==> src/rtl/lsu_pkg.sv <==
// Shared definitions for the load/store unit memory port.
// - mem_op_e : memory op encoding, also used by the address unit
// - lsu_req_t: payload of one queued request (address, op, store data)
// - is_load / is_store / is_mem_op: op classification helpers
package lsu_pkg;

    typedef enum logic [4:0] {
        OpLb  = 5'd0,
        OpLh  = 5'd1,
        OpLw  = 5'd2,
        OpLbu = 5'd3,
        OpLhu = 5'd4,
        OpSb  = 5'd5,
        OpSh  = 5'd6,
        OpSw  = 5'd7
    } mem_op_e;

    // The ROB tag and committed bit are stored beside this payload in the
    // queue because their width depends on the queue's TAG_W parameter.
    typedef struct packed {
        logic [31:0] addr;
        mem_op_e     op;
        logic [31:0] data;
    } lsu_req_t;

    function automatic logic is_load(input logic [4:0] op);
        return op inside {OpLb, OpLh, OpLw, OpLbu, OpLhu};
    endfunction

    function automatic logic is_store(input logic [4:0] op);
        return op inside {OpSb, OpSh, OpSw};
    endfunction

    function automatic logic is_mem_op(input logic [4:0] op);
        return is_load(op) || is_store(op);
    endfunction

endpackage

==> src/rtl/lsu_queue.sv <==
// In-order circular request queue with per-entry ROB tag and committed bit.
// Ports:
//   clk, rst               clock, asynchronous active-low reset
//   push, push_req/tag     enqueue one request (caller guarantees !full)
//   pop                    drop the head entry (caller guarantees !empty)
//   commit_valid/rob       mark every entry (and an entry being pushed) with this tag
//   flush                  keep only committed stores, compacted in order
//   head_req/tag/committed head entry contents
//   empty, full            occupancy flags
module lsu_queue
    import lsu_pkg::*;
#(
    parameter int unsigned DEPTH = 4,
    parameter int unsigned TAG_W = 3
) (
    input  logic             clk,
    input  logic             rst,
    input  logic             push,
    input  lsu_req_t         push_req,
    input  logic [TAG_W-1:0] push_tag,
    input  logic             pop,
    input  logic             commit_valid,
    input  logic [TAG_W-1:0] commit_rob,
    input  logic             flush,
    output lsu_req_t         head_req,
    output logic [TAG_W-1:0] head_tag,
    output logic             head_committed,
    output logic             empty,
    output logic             full
);

    localparam int unsigned PTR_W = $clog2(DEPTH);
    typedef logic [PTR_W-1:0] ptr_t;
    typedef logic [PTR_W:0]   cnt_t;
    localparam cnt_t DEPTH_C = cnt_t'(DEPTH);

    lsu_req_t         req_q [DEPTH];
    lsu_req_t         req_d [DEPTH];
    logic [TAG_W-1:0] tag_q [DEPTH];
    logic [TAG_W-1:0] tag_d [DEPTH];
    logic [DEPTH-1:0] cmt_q, cmt_d, cmt_hit;
    ptr_t             head_q, head_d, tail_q, tail_d, idx;
    cnt_t             count_q, count_d, keep;
    logic             push_cmt;

    assign push_cmt = commit_valid && (push_tag == commit_rob);

    always_comb begin
        for (int i = 0; i < int'(DEPTH); i++) begin
            cmt_hit[i] = commit_valid && (tag_q[i] == commit_rob);
        end
    end

    always_comb begin
        req_d   = req_q;
        tag_d   = tag_q;
        cmt_d   = cmt_q | cmt_hit;
        head_d  = head_q;
        tail_d  = tail_q;
        count_d = count_q;
        keep    = '0;
        idx     = '0;
        if (flush) begin
            // Rebuild from slot 0: surviving committed stores in age order,
            // skipping a head that is being popped this cycle.
            cmt_d = '0;
            for (int i = 0; i < int'(DEPTH); i++) begin
                idx = head_q + ptr_t'(i);
                if ((cnt_t'(i) < count_q) && !(pop && (i == 0)) &&
                    (cmt_q[idx] || cmt_hit[idx]) && is_store(req_q[idx].op)) begin
                    req_d[ptr_t'(keep)] = req_q[idx];
                    tag_d[ptr_t'(keep)] = tag_q[idx];
                    cmt_d[ptr_t'(keep)] = 1'b1;
                    keep                = keep + cnt_t'(1);
                end
            end
            if (push && push_cmt && is_store(push_req.op)) begin
                req_d[ptr_t'(keep)] = push_req;
                tag_d[ptr_t'(keep)] = push_tag;
                cmt_d[ptr_t'(keep)] = 1'b1;
                keep                = keep + cnt_t'(1);
            end
            head_d  = '0;
            tail_d  = ptr_t'(keep);
            count_d = keep;
        end else begin
            if (pop) begin
                head_d = head_q + ptr_t'(1);
            end
            if (push) begin
                req_d[tail_q] = push_req;
                tag_d[tail_q] = push_tag;
                cmt_d[tail_q] = push_cmt;
                tail_d        = tail_q + ptr_t'(1);
            end
            count_d = count_q + cnt_t'(push) - cnt_t'(pop);
        end
    end

    always_ff @(posedge clk or negedge rst) begin
        if (!rst) begin
            head_q  <= '0;
            tail_q  <= '0;
            count_q <= '0;
            cmt_q   <= '0;
        end else begin
            head_q  <= head_d;
            tail_q  <= tail_d;
            count_q <= count_d;
            cmt_q   <= cmt_d;
        end
    end

    // Payload needs no reset: slots are only read while counted as valid.
    always_ff @(posedge clk) begin
        req_q <= req_d;
        tag_q <= tag_d;
    end

    assign head_req       = req_q[head_q];
    assign head_tag       = tag_q[head_q];
    assign head_committed = cmt_q[head_q];
    assign empty          = (count_q == '0);
    assign full           = (count_q == DEPTH_C);

endmodule

==> src/rtl/lsu_mem_port.sv <==
// Load/store unit memory port: queues address-unit requests in order, drives
// a 32-bit word memory port, and returns extended load data on the CDB.
// Stores go to memory only after the ROB commits their tag.
// Ports:
//   clk, rst                    clock, asynchronous active-low reset
//   au_addr/op/rob/data         request from the address unit (au_rob=0: none)
//   full                        no free queue entry
//   commit_valid, commit_rob    ROB commit of a tag
//   flush                       mispredict flush
//   mem_req/we/addr/wdata/wmask memory request; mem_ready accepts it
//   mem_rdata                   read word, valid with mem_ready
//   cdb_valid/rob/value         load result pulse
module lsu_mem_port
    import lsu_pkg::*;
#(
    parameter int unsigned DEPTH = 4,
    parameter int unsigned TAG_W = 3
) (
    input  logic             clk,
    input  logic             rst,
    input  logic [31:0]      au_addr,
    input  logic [4:0]       au_op,
    input  logic [TAG_W-1:0] au_rob,
    input  logic [31:0]      au_data,
    output logic             full,
    input  logic             commit_valid,
    input  logic [TAG_W-1:0] commit_rob,
    input  logic             flush,
    output logic             mem_req,
    output logic             mem_we,
    output logic [31:0]      mem_addr,
    output logic [31:0]      mem_wdata,
    output logic [3:0]       mem_wmask,
    input  logic             mem_ready,
    input  logic [31:0]      mem_rdata,
    output logic             cdb_valid,
    output logic [TAG_W-1:0] cdb_rob,
    output logic [31:0]      cdb_value
);

    typedef enum logic [1:0] {StIdle, StReq, StWb} state_e;

    state_e           state_q, state_d;
    logic [TAG_W-1:0] cdb_tag_q, cdb_tag_d;
    logic [31:0]      cdb_val_q, cdb_val_d;
    logic             push, pop, q_empty, head_cmt, head_is_load;
    lsu_req_t         push_req, head_req;
    logic [TAG_W-1:0] head_tag;

    function automatic logic [31:0] load_extend(input mem_op_e op, input logic [1:0] lo,
                                                input logic [31:0] word);
        logic [31:0] b, h;
        b = word >> {lo, 3'b000};
        h = word >> {lo[1], 4'b0000};
        case (op)
            OpLb:    return {{24{b[7]}}, b[7:0]};
            OpLbu:   return {24'h0, b[7:0]};
            OpLh:    return {{16{h[15]}}, h[15:0]};
            OpLhu:   return {16'h0, h[15:0]};
            default: return word;
        endcase
    endfunction

    function automatic logic [3:0] store_mask(input mem_op_e op, input logic [1:0] lo);
        case (op)
            OpSb:    return 4'b0001 << lo;
            OpSh:    return 4'b0011 << {lo[1], 1'b0};
            OpSw:    return 4'b1111;
            default: return 4'b0000;
        endcase
    endfunction

    function automatic logic [31:0] store_data(input mem_op_e op, input logic [31:0] d);
        case (op)
            OpSb:    return {4{d[7:0]}};
            OpSh:    return {2{d[15:0]}};
            default: return d;
        endcase
    endfunction

    assign push         = (au_rob != '0) && is_mem_op(au_op) && !full;
    assign push_req     = '{addr: au_addr, op: mem_op_e'(au_op), data: au_data};
    assign head_is_load = is_load(head_req.op);

    lsu_queue #(
        .DEPTH(DEPTH),
        .TAG_W(TAG_W)
    ) u_queue (
        .clk           (clk),
        .rst           (rst),
        .push          (push),
        .push_req      (push_req),
        .push_tag      (au_rob),
        .pop           (pop),
        .commit_valid  (commit_valid),
        .commit_rob    (commit_rob),
        .flush         (flush),
        .head_req      (head_req),
        .head_tag      (head_tag),
        .head_committed(head_cmt),
        .empty         (q_empty),
        .full          (full)
    );

    always_comb begin
        state_d   = state_q;
        pop       = 1'b0;
        cdb_tag_d = cdb_tag_q;
        cdb_val_d = cdb_val_q;
        unique case (state_q)
            StIdle: begin
                // Hold off during flush: the head may be discarded this cycle.
                if (!flush && !q_empty && (head_is_load || head_cmt)) begin
                    state_d = StReq;
                end
            end
            StReq: begin
                if (flush && head_is_load) begin
                    state_d = StIdle;
                end else if (mem_ready) begin
                    pop = 1'b1;
                    if (head_is_load) begin
                        cdb_tag_d = head_tag;
                        cdb_val_d = load_extend(head_req.op, head_req.addr[1:0], mem_rdata);
                        state_d   = StWb;
                    end else begin
                        state_d = StIdle;
                    end
                end
            end
            StWb:    state_d = StIdle;
            default: state_d = StIdle;
        endcase
    end

    always_comb begin
        mem_req   = 1'b0;
        mem_we    = 1'b0;
        mem_addr  = '0;
        mem_wdata = '0;
        mem_wmask = '0;
        cdb_valid = 1'b0;
        cdb_rob   = '0;
        cdb_value = '0;
        if (state_q == StReq) begin
            mem_req  = 1'b1;
            mem_we   = !head_is_load;
            mem_addr = {head_req.addr[31:2], 2'b00};
            if (!head_is_load) begin
                mem_wdata = store_data(head_req.op, head_req.data);
                mem_wmask = store_mask(head_req.op, head_req.addr[1:0]);
            end
        end
        if ((state_q == StWb) && !flush) begin
            cdb_valid = 1'b1;
            cdb_rob   = cdb_tag_q;
            cdb_value = cdb_val_q;
        end
    end

    always_ff @(posedge clk or negedge rst) begin
        if (!rst) begin
            state_q   <= StIdle;
            cdb_tag_q <= '0;
            cdb_val_q <= '0;
        end else begin
            state_q   <= state_d;
            cdb_tag_q <= cdb_tag_d;
            cdb_val_q <= cdb_val_d;
        end
    end

    // Upstream must not present a request while full; such a request is dropped.
    assert property (@(posedge clk) disable iff (!rst) !((au_rob != '0) && full))
        else $warning("lsu_mem_port: request tag %0d presented while full, dropped", au_rob);

endmodule

==> config.mk <==
export PLATFORM = sky130hd
export DESIGN_NAME = lsu_mem_port
export DESIGN_NICKNAME = d
export VERILOG_FILES = /design/src/rtl/lsu_pkg.sv /design/src/rtl/lsu_queue.sv /design/src/rtl/lsu_mem_port.sv
export SDC_FILE = /design/constraint.sdc
export NUM_CORES = 2
export LEC_CHECK = 0
export ABC_AREA = 1
export CORE_AREA = 2 2 288 318
export DETAILED_ROUTE_END_ITERATION = 10
export DIE_AREA = 0 0 290 320
export PLACE_DENSITY = 0.66
export SYNTH_ARGS = -nofsm -noshare
export SYNTH_HDL_FRONTEND = slang
export SYNTH_SLANG_ARGS = --single-unit
==> constraint.sdc <==
create_clock -name clk -period 18.9 [get_ports clk]
set_input_delay 2.835 -clock clk [delete_from_list [all_inputs] [get_ports clk]]
set_output_delay 2.835 -clock clk [all_outputs]
set_load 0.02 [all_outputs]
# Word-level counts from Yosys, hierarchy flattened

Index checks and enable logic that the tools add are counted.

Reduce and logical (&&, ||, !) cells: 59
Muxes and demuxes: 149
Equal/unequal tests: 33
Bitwise operators: 15
Magnitude comparators: 32
Shift operators: 4
Add/subtract/negate cells: 10

Operators with widths:

| cell                 | number |
|---|---|
| $mux W276            | 9 |
| $bwmux W276          | 5 |
| $mux W69             | 15 |
| $demux W69 S2        | 5 |
| $bmux W69 S2         | 4 |
| $mux W32             | 4 |
| $pmux W32 S4         | 1 |
| $mux W12             | 9 |
| $eq A5 B3 Y1 const B | 17 |
| $mux W3              | 25 |
| $pmux W32 S2         | 1 |
| $bwmux W12           | 5 |
| $mux W4              | 11 |
| $logic_and A1 B1 Y1  | 32 |
| $shr A32 B5 Y16      | 1 |
| $shr A32 B5 Y8       | 1 |
| $demux W3 S2         | 5 |
| $ge A3 B3 Y1 const B | 9 |
| $lt A2 B3 Y1 const B | 9 |
| $not A2 Y3           | 9 |
| $bmux W3 S2          | 4 |
| $mux W1              | 22 |
| $eq A5 B2 Y1 const B | 4 |
| $reduce_bool A3 Y1   | 6 |
| other kinds (36)     | 89 |

Flip-flop bits (word level): 336
Input port bits: 112
Logic and storage cells: 325

# Depth between registers and ports, before layout

Word-level depth: 32
Depth in mapped cells: 31

# Hierarchy

Synthesis repeated with hierarchy kept, for this count alone.

Cells, all modules: 6534
Area total of the unflattened synthesis: 36580.1 um^2

By module, submodules not included:

| module       | area an instance (um^2) | cells each | sequential area each (um^2) | times used |
|---|---|---|---|---|
| lsu_queue    | 32959.1                 | 5852       | 8923.6                      | 1 |
| lsu_mem_port | 3621.0                  | 682        | 925.9                       | 1 |

# Least setup slack after synthesis

OpenSTA, ideal clock, no wires.

Path type: input -> register
Start: input port au_rob[0]
End: register u_queue.req_q[0] in the netlist's numbering (enable)
Stages on the path: 6
Library setup time: 602 ps
Setup slack: 9578 ps
Buffers on the path: 2
Arrival time: 8720 ps
Cells stage by stage: clkbuf_1 > nor3_1 > nor3_1 > o21ai_0 > clkbuf_1 > o21ai_0

Cells in the longest elaborated chain, start to end: 4

RTL lines:

| item                                | line               | RTL |
|---|---|---|
| start, declared                     | lsu_mem_port.sv:23 | `input logic [TAG_W-1:0] au_rob,` |
| $reduce_bool A3 Y1                  | lsu_mem_port.sv:81 | `assign push = (au_rob != '0) && is_mem_op(au_op) && !full;` |
| $logic_and A1 B1 Y1 (2 in series)   | lsu_mem_port.sv:81 |  |
| $reduce_bool A2 Y1 (no source line) | --                 |  |
| end signal, assigned                | lsu_queue.sv:116   | `req_q <= req_d;` |
| end, declared                       | lsu_queue.sv:37    | `lsu_req_t req_q [DEPTH];` |

No other way between the ends.
A chain may end at the register's enable or synchronous reset.

==> impl_metrics.env <==
export IMPL_outcome="complete, no violations"
export IMPL_ys_warn_count=0
export IMPL_maxCapViolCount=0
export IMPL_clk_latency_ps=630
export IMPL_p_leak_uw=0.0196
export IMPL_vias=41100
export IMPL_fmax_ghz=0.104
export IMPL_grt_max_degree=130
export IMPL_power_density_nw_per_um2=87.4
export IMPL_fin_setup_tns_ps=0
export IMPL_grtUsageTotal_pct=31.1
export IMPL_drt_iter0_drc=5267
export IMPL_path_class="primary input to flop"
export IMPL_portBuffers=216
export IMPL_die_area_um2=92800
export IMPL_holdWs_ps=499
export IMPL_rsz0062_at_grt="false"
export IMPL_finalCritPeriodShare_pct=50.9
export IMPL_rows=115
export IMPL_slew_headroom_pct=17.7
export IMPL_setup_ws_ps=9270
export IMPL_die_y_um=320
export IMPL_critPathTopFamily="simple AND/OR/NAND/NOR gates"
export IMPL_setup_violations=0
export IMPL_timing_final_max_slew_violations=0
export IMPL_cts_tree="done"
export IMPL_drive_above_1_share_pct=5.88
export IMPL_clock_sinks=336
export IMPL_avgSynthCellArea_um2=5.81
export IMPL_grt_first_pass_wirelength_um=225000
export IMPL_dpl_worst_slack_ps=8840
export IMPL_vias_per_cell=5.68
export IMPL_routed_wl_um=150000
export IMPL_dr_pass1_iters=9
export IMPL_dp_hpwl_um=84000
export IMPL_place_congestion=0.915
export IMPL_wl_per_cell_um=20.8
export IMPL_nets=6152
export IMPL_cts_hold_buffers=0
export IMPL_critPathBufInv=5
export IMPL_coreArea_um2=89400
export IMPL_numCtsBuffers=48
export IMPL_clock_skew_ps=35.5
export IMPL_fill_cells=9450
export IMPL_async_flop_share_pct=14.3
export IMPL_synth_seq_area_share_pct=27.7
export IMPL_antenna_found_initial=4
export IMPL_worst_pin_slew_ps=1230
export IMPL_cts_root_buf="clkbuf_16"
export IMPL_gr_total_overflow=0
export IMPL_irDropWorstVdd_mv=0.0698
export IMPL_die_w_um=290
export IMPL_route_detailed_drc=0
export IMPL_start_kind="primary input"
export IMPL_netlist_area_um2=35600
export IMPL_ys_ff_latch=336
export IMPL_ant_nets=0
export IMPL_slowest_delay_ps=830
export IMPL_postSynthCellCount=6125
export IMPL_slowest_stage="nand3_4"
export IMPL_post_route_min_period_ps=9630
export IMPL_htreeDepth=2
export IMPL_cts_resized=0
export IMPL_worstPathArrival_ps=9990
export IMPL_worstPathRequired_ps=19260
export IMPL_postCtsSetupBuffers=0
export IMPL_final_hold_viol_count=0
export IMPL_first_global_vias=37500
export IMPL_synthFlopType="edfxtp_1"
export IMPL_clockBufferDepth=3
export IMPL_ios=219
export IMPL_cp_end_kind="flop"
export IMPL_area_delta_synth_final_pct=10.7
export IMPL_path_common_cell="nand2_1"
export IMPL_clkTransAtPathRegs_ps=60
export IMPL_synth_distinct_cells=51
export IMPL_path_max_fanout=57
export IMPL_synth_edf_count=288
export IMPL_hold_class="flop to flop"
export IMPL_start_util_pct=39.9
[logic make-up after synthesis]
family | synth area share [%]
xor gates and xnor gates | 0.0984
other | 0.0105
buffers and inverters | 13.5
DFF | 27.7
and+or+nand+nor | 34.6
muxes | 1.77
AOI/OAI and AO/OA | 21.6
adders and majority gates | 0.815
[state kept, by name (all words and copies together), names as in the netlist]
signal and cells:
u_queue.tail_q 2, cdb_val_q 32, state_q 2, cdb_tag_q 3, u_queue.tag_q 12, u_queue.cmt_q 4, u_queue.req_q 276, u_queue.head_q 2
u_queue.count_q 3
[through the flow]
step           std cells  power [uW]  util [%]  instance area [um2]
6_report            7230        3440      44.1                39400
2_1_floorplan       6126        2070         -                35600
5_1_grt             7227        3650      44.1                39400
3_5_place_dp        7138        2530      42.5                37900
3_3_place_gp        7138        2510      42.5                37900
4_1_cts             7224        3410      44.1                39400
[cell type report]
type | count | area (um2) | share of cell area, %
Antenna cell | 6 | 15.0 | 0.0381
Inverter | 753 | 2850 | 7.23
Multi-Input combinational cell | 4596 | 21100 | 53.6
Clock buffer | 69 | 1360 | 3.45
Sequential cell | 336 | 9860 | 25.0
Clock inverter | 17 | 85.1 | 0.216
Timing Repair Buffer | 283 | 2660 | 6.76
Tap cell | 1170 | 1460 | 3.71
[placed cells by master, fill, tap and decap left out, drive strengths merged]
cell	Yosys	routed
o31ai	1	1
xor2	3	3
ha	20	20
edfxtp	288	288
inv	747	747
a41oi	2	2
buf	180	68
nor2	310	310
conb	1	2
o21ai	1074	1074
a2111oi	1	1
fa	2	2
a21boi	2	2
nand2	2148	2148
o221ai	1	1
dfrtp	48	48
a22oi	1	1
or2	178	178
o22ai	14	14
nand4	11	11
clkinv	6	23
mux2i	63	63
nand3	342	342
o2111ai	1	1
nor3	17	17
a2bb2oi	1	1
a21oi	364	364
a32oi	7	7
diode	0	6
nand3b	2	2
o21a	22	22
o32ai	1	1
a211oi	1	1
xnor2	1	1
clkbuf	261	70
a22o	4	4
clkdlybuf4s50	0	214
[final timing paths]
check,endpoint,start,slack [ps],depth (start not counted)
setup / recovery,u_queue.req_q[89],commit_rob[2],9270,25
hold / removal,state_q[0],state_q[0],500,1
setup reg to reg,u_queue.req_q[89],u_queue.head_q[0],10180,24
hold reg to reg,state_q[0],state_q[0],500,1
max in group asynchronous,u_queue.head_q[0],rst,15990,2
min in group asynchronous,cdb_val_q[29],rst,2360,2
[where the power goes]
part           internal, uW  switching, uW
sequential              946           66.3
clock                   496            389
combinational           464           1080
total                  1910           1540
[cells in the mapped netlist (all sizes together) (4+ instances only)]
master / n / share of area [%]
a21oi: 364 / 5.1
a22o: 4 / 0.098
a32oi: 7 / 0.17
buf: 180 / 2.8
clkbuf: 261 / 2.8
clkinv: 6 / 0.063
dfrtp: 48 / 3.4
edfxtp: 288 / 24
ha: 20 / 0.70
inv: 747 / 7.9
mux2i: 63 / 1.8
nand2: 2148 / 23
nand3: 342 / 4.9
nand4: 11 / 0.19
nor2: 310 / 3.4
nor3: 17 / 0.25
o21a: 22 / 0.46
o21ai: 1074 / 15
o22ai: 14 / 0.25
or2: 178 / 3.1
[metal layers]
| metal | vias up | global-route usage [%] | share of wire [%] |
|---|---|---|---|
| li1 | 19400 | - | - |
| met1 | 18700 | 38.9 | 39 |
| met2 | 2474 | 50.9 | 45 |
| met3 | 559 | 5.21 | 11 |
| met4 | 2 | 17.1 | 5.5 |
| met5 | - | 0 | 0.013 |
(Power assumes the default switching activity.)
